$ cat src/rtl/uart_tx_fifo.sv
`default_nettype none
// ============================================================================
// Module   : uart_tx_fifo
// Purpose  : FIFO-buffered UART transmitter with optional parity and 1/2 stop bits.
// Revision : 1.0 - initial release
// ============================================================================
module uart_tx_fifo #(
   parameter int BAUD_DIV   = 868,
   parameter int DATA_BITS  = 8,
   parameter int PARITY_EN  = 0,
   parameter int PARITY_ODD = 0,
   parameter int STOP_BITS  = 1,
   parameter int FIFO_DEPTH = 16
) (
   input  logic                        clk,
   input  logic                        reset,
   input  logic                        wr_en,
   input  logic [DATA_BITS-1:0]        wr_data,
   input  logic                        clr_ovf,
   output logic                        full,
   output logic                        empty,
   output logic [$clog2(FIFO_DEPTH):0] level,
   output logic                        busy,
   output logic                        overflow,
   output logic                        tx_done,
   output logic                        Tx
);

   localparam int c_AW = $clog2(FIFO_DEPTH);
   localparam int c_BW = $clog2(BAUD_DIV);
   localparam logic [c_BW-1:0] c_BAUD_LAST = c_BW'(BAUD_DIV - 1);
   localparam logic [c_AW:0]   c_FULL      = (c_AW + 1)'(FIFO_DEPTH);
   localparam logic [3:0]      c_LAST_BIT  = 4'(DATA_BITS - 1);
   localparam logic            c_LAST_STOP = 1'(STOP_BITS - 1);
   localparam logic            c_ODD       = (PARITY_ODD != 0);

   typedef enum logic [2:0] {
      S_IDLE   = 3'd0,
      S_START  = 3'd1,
      S_DATA   = 3'd2,
      S_PARITY = 3'd3,
      S_STOP   = 3'd4
   } state_t;

   state_t                r_state, w_state_nxt;
   logic [DATA_BITS-1:0]  r_mem [FIFO_DEPTH];
   logic [c_AW-1:0]       r_wptr, r_rptr;
   logic [c_AW:0]         r_level;
   logic                  r_ovf;
   logic [c_BW-1:0]       r_baud;
   logic [DATA_BITS-1:0]  r_shift;
   logic [3:0]            r_bitcnt;
   logic                  r_stopcnt;
   logic                  r_par;
   logic                  r_tx, r_done;
   logic                  w_push, w_pop, w_bit_end, w_tx_nxt, w_done_nxt;
   logic [DATA_BITS-1:0]  w_head;

   assign full      = (r_level == c_FULL);
   assign empty     = (r_level == '0);
   assign level     = r_level;
   assign overflow  = r_ovf;
   assign busy      = (r_state != S_IDLE);
   assign tx_done   = r_done;
   assign Tx        = r_tx;
   assign w_push    = wr_en && !full;
   assign w_head    = r_mem[r_rptr];
   assign w_bit_end = (r_baud == c_BAUD_LAST);

   always_ff @(posedge clk) begin
      if (w_push) r_mem[r_wptr] <= wr_data;
   end

   // A full FIFO drops the write even when the FSM pops in the same cycle.
   always_ff @(posedge clk) begin
      if (!reset) begin
         r_wptr  <= '0;
         r_rptr  <= '0;
         r_level <= '0;
         r_ovf   <= 1'b0;
      end else begin
         if (w_push) r_wptr <= r_wptr + c_AW'(1);
         if (w_pop)  r_rptr <= r_rptr + c_AW'(1);
         case ({w_push, w_pop})
            2'b10:   r_level <= r_level + (c_AW + 1)'(1);
            2'b01:   r_level <= r_level - (c_AW + 1)'(1);
            default: r_level <= r_level;
         endcase
         if (wr_en && full) r_ovf <= 1'b1;
         else if (clr_ovf)  r_ovf <= 1'b0;
      end
   end

   always_ff @(posedge clk) begin
      if (!reset) r_state <= S_IDLE;
      else        r_state <= w_state_nxt;
   end

   // Tx is registered from the current state, so the line lags the FSM by one clock.
   always_comb begin
      w_state_nxt = r_state;
      w_pop       = 1'b0;
      w_tx_nxt    = 1'b1;
      w_done_nxt  = 1'b0;
      case (r_state)
         S_IDLE: begin
            if (!empty) begin
               w_pop       = 1'b1;
               w_state_nxt = S_START;
            end
         end
         S_START: begin
            w_tx_nxt = 1'b0;
            if (w_bit_end) w_state_nxt = S_DATA;
         end
         S_DATA: begin
            w_tx_nxt = r_shift[0];
            if (w_bit_end && r_bitcnt == c_LAST_BIT)
               w_state_nxt = (PARITY_EN != 0) ? S_PARITY : S_STOP;
         end
         S_PARITY: begin
            w_tx_nxt = r_par;
            if (w_bit_end) w_state_nxt = S_STOP;
         end
         S_STOP: begin
            if (w_bit_end && r_stopcnt == c_LAST_STOP) begin
               w_done_nxt = 1'b1;
               if (!empty) begin
                  w_pop       = 1'b1;
                  w_state_nxt = S_START;
               end else begin
                  w_state_nxt = S_IDLE;
               end
            end
         end
         default: w_state_nxt = S_IDLE;
      endcase
   end

   always_ff @(posedge clk) begin
      if (!reset) begin
         r_baud    <= '0;
         r_shift   <= '0;
         r_bitcnt  <= '0;
         r_stopcnt <= 1'b0;
         r_par     <= 1'b0;
         r_tx      <= 1'b1;
         r_done    <= 1'b0;
      end else begin
         r_tx   <= w_tx_nxt;
         r_done <= w_done_nxt;
         if (w_pop) begin
            r_shift   <= w_head;
            r_par     <= (^w_head) ^ c_ODD;
            r_baud    <= '0;
            r_bitcnt  <= '0;
            r_stopcnt <= 1'b0;
         end else if (r_state != S_IDLE) begin
            if (w_bit_end) begin
               r_baud <= '0;
               if (r_state == S_DATA) begin
                  r_shift  <= r_shift >> 1;
                  r_bitcnt <= r_bitcnt + 4'd1;
               end
               if (r_state == S_STOP) r_stopcnt <= r_stopcnt + 1'b1;
            end else begin
               r_baud <= r_baud + c_BW'(1);
            end
         end
      end
   end

endmodule
`default_nettype wire

$ cat config.mk
export PLATFORM = sky130hd
export DESIGN_NAME = uart_tx_fifo
export DESIGN_NICKNAME = d
export VERILOG_FILES = /design/src/rtl/uart_tx_fifo.sv
export SDC_FILE = /design/constraint.sdc
export NUM_CORES = 1
export LEC_CHECK = 0
export BUFFER_PORTS_ARGS = -buffer_cell sky130_fd_sc_hd__buf_2
export CORE_MARGIN = 3
export CORE_UTILIZATION = 30
export CTS_CLUSTER_SIZE = 24
export DETAILED_ROUTE_END_ITERATION = 7
export PLACE_DENSITY_LB_ADDON = 0.1
export SYNTH_ARGS = -nofsm -noshare
export SYNTH_HDL_FRONTEND = slang
export SYNTH_SLANG_ARGS = --single-unit
$ cat constraint.sdc
create_clock -name clk -period 3 [get_ports clk]
set_input_delay 0.3 -clock clk [delete_from_list [all_inputs] [get_ports clk]]
set_output_delay 0.3 -clock clk [all_outputs]
set_load 0.02 [all_outputs]
# Word level (Yosys, flattened, before mapping)
# Memory sizes are Yosys's and may differ from the RTL's. A register that Yosys moved wholly into a read port is not among the register bits.
# Cells that the tools add are included.
# Widths: inputs -> output; s select.
# totals
register_bits	43
mem_bits_rw	128
inputBits	12
output_inout_bits	11
elab_cells	80
mem_count	1
# op_classes
n_addsub	7
n_eq_ne	14
n_mux	24
bitwise_logic	2
n_reduce_logical	20
# mem_list
name	depth	word_bits	read_ports	rd_ports_with_merged_regs	wr	line_no	text
r_mem	16	8	1	1	1	46	logic [DATA_BITS-1:0] r_mem [FIFO_DEPTH];
# op_table
op	n
$mux 8	4
$mux 3	5
$pmux 3 s5	1
$add 4x1->4 const B	3
$add 10x1->10 const B	1
$eq 10x10->1 const B	1
$mux 10	1
$ne 2x2->1 const B	5
$pmux 5 s2	1
$reduce_bool 2->1	5
$reduce_and 3->1	3
$mux 1	8
$mux 4	2
$reduce_xor 8->1	1
$eq 3x2->1 const B	2
$add 5x1->5 const B	1
$eq 5x5->1 const B	1
$logic_not 5->1	1
$reduce_and 5->1	1
$sub 5x1->5 const B	1
$eq 4x3->1 const B	1
$logic_and 1x1->1	4
$eq 3x1->1 const B	1
$eq 3x3->1 const B	1
11 further kinds	12

# Depth between registers and ports, before layout
# logic_depth
word_depth	6
depth_mapped	15
mapped_depth_nobuf	13

# Worst setup path before layout
# OpenSTA, ideal clock, no wires.
# synth_timing
path_kind	flip-flop to flip-flop
start	register r_level[1] (netlist: level[1])
end	register r_level[4] (netlist: level[4])
setup_time_ns	0.070
arrival_time_ns	2.869
t_required_ns	2.930
path_slack_ns	0.061
stages_incl_launch_ff	16
path_buffers	3
synth_period_minus_slack_ns	2.939
cell_sequence	dfxtp_1 > buf_2 > or4_1 > o21ai_1 > or2_1 > buf_6 > inv_2 > ha_1 > buf_2 > xor2_1 > ha_1 > inv_1 > o32ai_4 > xnor2_1 > or3_1 > a21boi_1
# synth_between
elab_chain_cells	6
word_cells_on_any_way	13
cone_classes	2 x add/sub; 3 x eq/ne; 4 x mux; 4 x reduce/logical
# synth_rtl
item	line_no	text
from (decl)	48	logic [c_AW:0] r_level;
from (signal assigned)	85	2'b10: r_level <= r_level + (c_AW + 1)'(1);
from (signal assigned)	86	2'b01: r_level <= r_level - (c_AW + 1)'(1);
from (signal assigned)	87	default: r_level <= r_level;
$logic_not 5->1 (*)	60	assign empty = (r_level == '0);
$mux 1 (*)	107, 128	
$mux 1	126	if (w_bit_end && r_stopcnt == c_LAST_STOP) begin
$pmux 1 s2 (*)	105	case (r_state)
named net w_pop	56	logic w_push, w_pop, w_bit_end, w_tx_nxt, w_done_nxt;
$eq 2x1->1 / $eq 2x2->1 (equally long branches)	84	case ({w_push, w_pop})
$pmux 5 s2 / $reduce_bool 2->1 (equally long branches)	n/a	
# Mark *: on every way through the listed nets, which the timed path passes. The rest lies on a longest branch.
# A chain may end at the register's enable or synchronous reset.

# Final worst setup path
# layout_timing
start	register r_baud[0]
end	register r_level[2] (netlist: level[2])
# layout_between
elab_chain_cells	6
word_cells_on_any_way	8
cone_classes	3 x eq/ne; 3 x mux; 2 x reduce/logical
# layout_rtl
item	line_no	text
from (decl)	50	logic [c_BW-1:0] r_baud;
from (signal assigned)	167	r_baud <= r_baud + c_BW'(1);
$eq 10x10->1 (*)	68	assign w_bit_end = (r_baud == c_BAUD_LAST);
$logic_and 1x1->1 (*)	126	
$mux 1 (*)	126	
$pmux 1 s2 (*)	105	
named net w_pop	56	
$eq 2x1->1 / $eq 2x2->1 (equally long branches)	84	
$pmux 5 s2 / $reduce_bool 2->1 (equally long branches)	n/a	
# Marked as above.

==> results.json <==
{
  "grt_setup_unrepaired": "no",
  "critPathMaxStageDelay_ns": 0.39,
  "final.setup_skew_ns": 0.01227,
  "diodes": 0,
  "reg2reg_from": "r_baud[0]",
  "crit_path_end": "level[2]",
  "p_total_mw": 7.149,
  "routabilityCongestion": 0.7257,
  "status": "complete, no violations",
  "cp_slowest_cell": "dfxtp_1",
  "vdd_drop_max_mv": 0.4412,
  "numCtsBuffers": 17,
  "worstReg2RegEnd": "level[2]",
  "path_clk_slew_ns": 0.07,
  "dr_wl_met2_um": 7185,
  "path_max_fanout": 8,
  "clkPwrFrac_pct": 30.7,
  "cellLeakagePower_nw": 2.744,
  "vias": 3837,
  "pwr-share-seq_pct": 40.2,
  "synthesis.nets": 500,
  "start_kind": "flip-flop",
  "p_sw_share_pct": 33.04,
  "fillers": 2308,
  "grt_max_degree": 35,
  "hold_path.class": "in -> reg",
  "htree_levels": 4,
  "p_sw_mw": 2.362,
  "critPathLaunch": "r_baud[0]",
  "cap_violations": 0,
  "final_max_slew_viol_count": 0,
  "hold_viol": 0,
  "pwr-share-comb_pct": 29.1,
  "num_rows": 56,
  "mostFrequentLayoutCell": "edfxtp_1",
  "die_w_um": 160.8,
  "met1_length_um": 7426,
  "setup_viol": 0,
  "drive_gt1_share_pct": 20.50,
  "ctsLongestPathBuffers": 2,
  "dr_wl_met3_um": 426,
  "netlist_instances": 479,
  "cts_root_buf": "clkbuf_16",
  "numClockSinks": 175,
  "ant_nets": 0,
  "grt_pass1_wl_um": 23750,
  "synth_seq_cells": 175,
  "dieArea_mm2": 0.02587,
  "initial_core_util_pct": 30.55,
  "wl_um": 15220,
  "drc": 0,
  "top_layer_used": "met4",
  "cp-end-kind": "flip-flop",
  "post_cts_buffers": 0,
  "io_buffers": 22,
  "dr.pass1.iters": 5,
  "track_usage_pct": 12.29,
  "dpl.hpwl_um": 9461,
  "clock_latency_ns": 0.43,
  "reg2reg_depth": 13,
  "fmax_ghz": 0.3610,
  "io-pin-count": 23,
  "netlist_area_mm2": 0.007193,
  "synth_edf_count": 128,
  "worstPathCellList": "ha_1 -> and4b_1 -> a41oi_1 -> or2_1 -> inv_2 -> ha_2 -> xor2_1 -> ha_1 -> inv_1 -> o21ai_1 -> xnor2_1 -> or3_1 -> a21boi_1",
  "cp.required_ns": 3.35,
  "tightest_slew_ns": 0.8414,
  "hold_path_depth": 3,
  "synth_ff_type": "edfxtp_1",
  "r2r_slack_ns": 0.23,
  "yosysWarnings": 0,
  "fin_nets": 530,
  "p_int_mw": 4.787,
  "critPathMostFrequentCell": "ha_1",
  "first_global_vias": 4014,
  "antenna_found_initial": 0,
  "period_needed_ns": 2.770,
  "tritoncts": "done",
  "area_growth_pct": 15.41,
  "period_share_pct": 92.34,
  "p_per_area_mw_per_mm2": 861.1,
  "drtIter0Drc": 154,
  "slew_headroom_pct": 43.70,
  "async_reset_ff_share_pct": 0,
  "crit_arrival_ns": 3.12,
  "cts_hold_buffers": 0,
  "holdWs_ns": 0.1729,
  "ys_types": 43,
  "die_h_um": 160.8,
  "final_cell_mix": "edfxtp_1 (128), dfxtp_1 (46), nor2_1 (38)",
  "finalSetupTns_ns": 0,
  "ys_seq_area_share_pct": 66.52,
  "avgSynthCellArea_um2": 15.02,
  "globalRoute.totalOverflow": 0,
  "wl_per_cell_um": 18.09,
  "vias_per_cell": 4.562,
  "crit_type": "reg -> reg",
  "core_mm2": 0.02354
}
-- kinds of logic (layout without fill, tap and decap cells) --
| logic type | count (synthesis) | after routing | synth area share (%) |
|---|---|---|---|
| adders and majority gates | 9 | 9 | 1.566 |
| DFF | 175 | 175 | 66.52 |
| AOI/OAI and AO/OA | 56 | 56 | 5.879 |
| xor gates and xnor gates | 31 | 31 | 3.775 |
| buffers and inverters | 38 | 81 | 2.452 |
| and+or+nand+nor | 130 | 130 | 8.680 |
| muxes | 40 | 40 | 11.13 |
-- synthesized netlist by cell type (2+ instances only) --
cell type | number | area, um2
a21boi_0 | 4 | 30.03
a21boi_1 | 4 | 30.03
a21oi_1 | 7 | 35.03
a22oi_1 | 16 | 120.1
a31oi_1 | 2 | 12.51
a41oi_1 | 2 | 17.52
and2_1 | 12 | 75.07
buf_1 | 5 | 18.77
buf_2 | 9 | 45.04
buf_4 | 2 | 15.01
buf_6 | 2 | 22.52
clkbuf_1 | 9 | 33.78
dfxtp_1 | 47 | 940.9
edfxtp_1 | 128 | 3844
ha_1 | 9 | 112.6
inv_1 | 10 | 37.54
mux2i_1 | 8 | 80.08
mux4_2 | 32 | 720.7
nand2_1 | 36 | 135.1
nand2b_1 | 3 | 18.77
nand3_1 | 8 | 40.04
nand4_1 | 7 | 43.79
nor2_1 | 38 | 142.6
nor2b_1 | 9 | 56.30
nor3_1 | 6 | 30.03
nor3_2 | 2 | 20.02
nor4_1 | 2 | 12.51
o211a_1 | 7 | 70.07
o211ai_1 | 2 | 15.01
o21ai_0 | 5 | 25.02
o21ai_1 | 3 | 15.01
or3_1 | 3 | 18.77
xnor2_1 | 20 | 175.2
xor2_1 | 11 | 96.34
-- registers in the layout, summed over array words and instances, names as in the netlist, named ones only --
register,count
r_par,1
overflow,1
r_mem,128
r_state,3
r_rptr,4
Tx,1
level,5
r_bitcnt,4
r_stopcnt,1
r_wptr,4
r_shift,8
r_baud,10
tx_done,1
-- per-layer routing --
layer	up-vias	GRT usage (%)
met5	-	0
met4	0	3.442
met3	12	3.147
met2	46	19.33
met1	1920	16.96
li1	1859	-
-- worst max-delay path: cells and delay by family, from the launching register on --
kind / cells / cell delay (ns)
xor gates and xnor gates: 2 / 0.25
and+or+nand+nor: 3 / 0.84
buffers and inverters: 2 / 0.17
AOI/OAI and AO/OA: 3 / 0.37
adders and majority gates: 3 / 0.68
DFF: 1 / 0.39
-- how the worst min path moves through the flow --
stage	slack, ns	to	start
2_1_floorplan	0.40	r_mem[0][0]	wr_data[0]
3_3_place_gp	0.48	r_baud[1]	r_baud[1]
3_5_place_dp	0.48	r_baud[1]	r_baud[1]
4_1_cts	0.16	overflow	wr_en
5_1_grt	0.18	overflow	wr_en
6_report	0.17	overflow	wr_en
-- area by class of cell --
cell class                 instances  area [um2]  area share (%)
sequential                       175        4786           57.65
multi-input combinational        266        2235           26.92
clock buffer                      18       429.2           5.170
tap                              319       399.1           4.808
timing repair buffer              38       255.2           3.075
clock inverter                    14       156.4           1.884
inverter                          11       41.29          0.4974
-- metrics by stage --
stage | util (%) | worst slack [ns] | std cells | cell area (um2)
after floorplan | - | 0.06143 | 479 | 7193
after global placement | 32.76 | 0.2141 | 809 | 7714
after detailed placement | 32.76 | 0.1610 | 809 | 7714
after CTS | 35.25 | 0.1302 | 841 | 8299
after global routing | 35.26 | 0.05070 | 841 | 8302
final | 35.26 | 0.2297 | 841 | 8302
-- power by group through the flow --
stage	sequential, mW	clock, mW	combinational (mW)
CTS	2.87	2.25	2.12
global route	2.90	2.37	2.31
finish	2.87	2.19	2.08
global placement	2.92	0	2.09
detailed placement	2.93	0	2.11
floorplan	2.93	0	1.54
-- timing repair --
action / in CTS / in global routing
gates resized for setup: 0 / 1
endpoints found under the setup margin: 0 / 3
endpoints found under the hold margin: 0 / 0
Note: power is estimated with default switching activity, not from simulation.
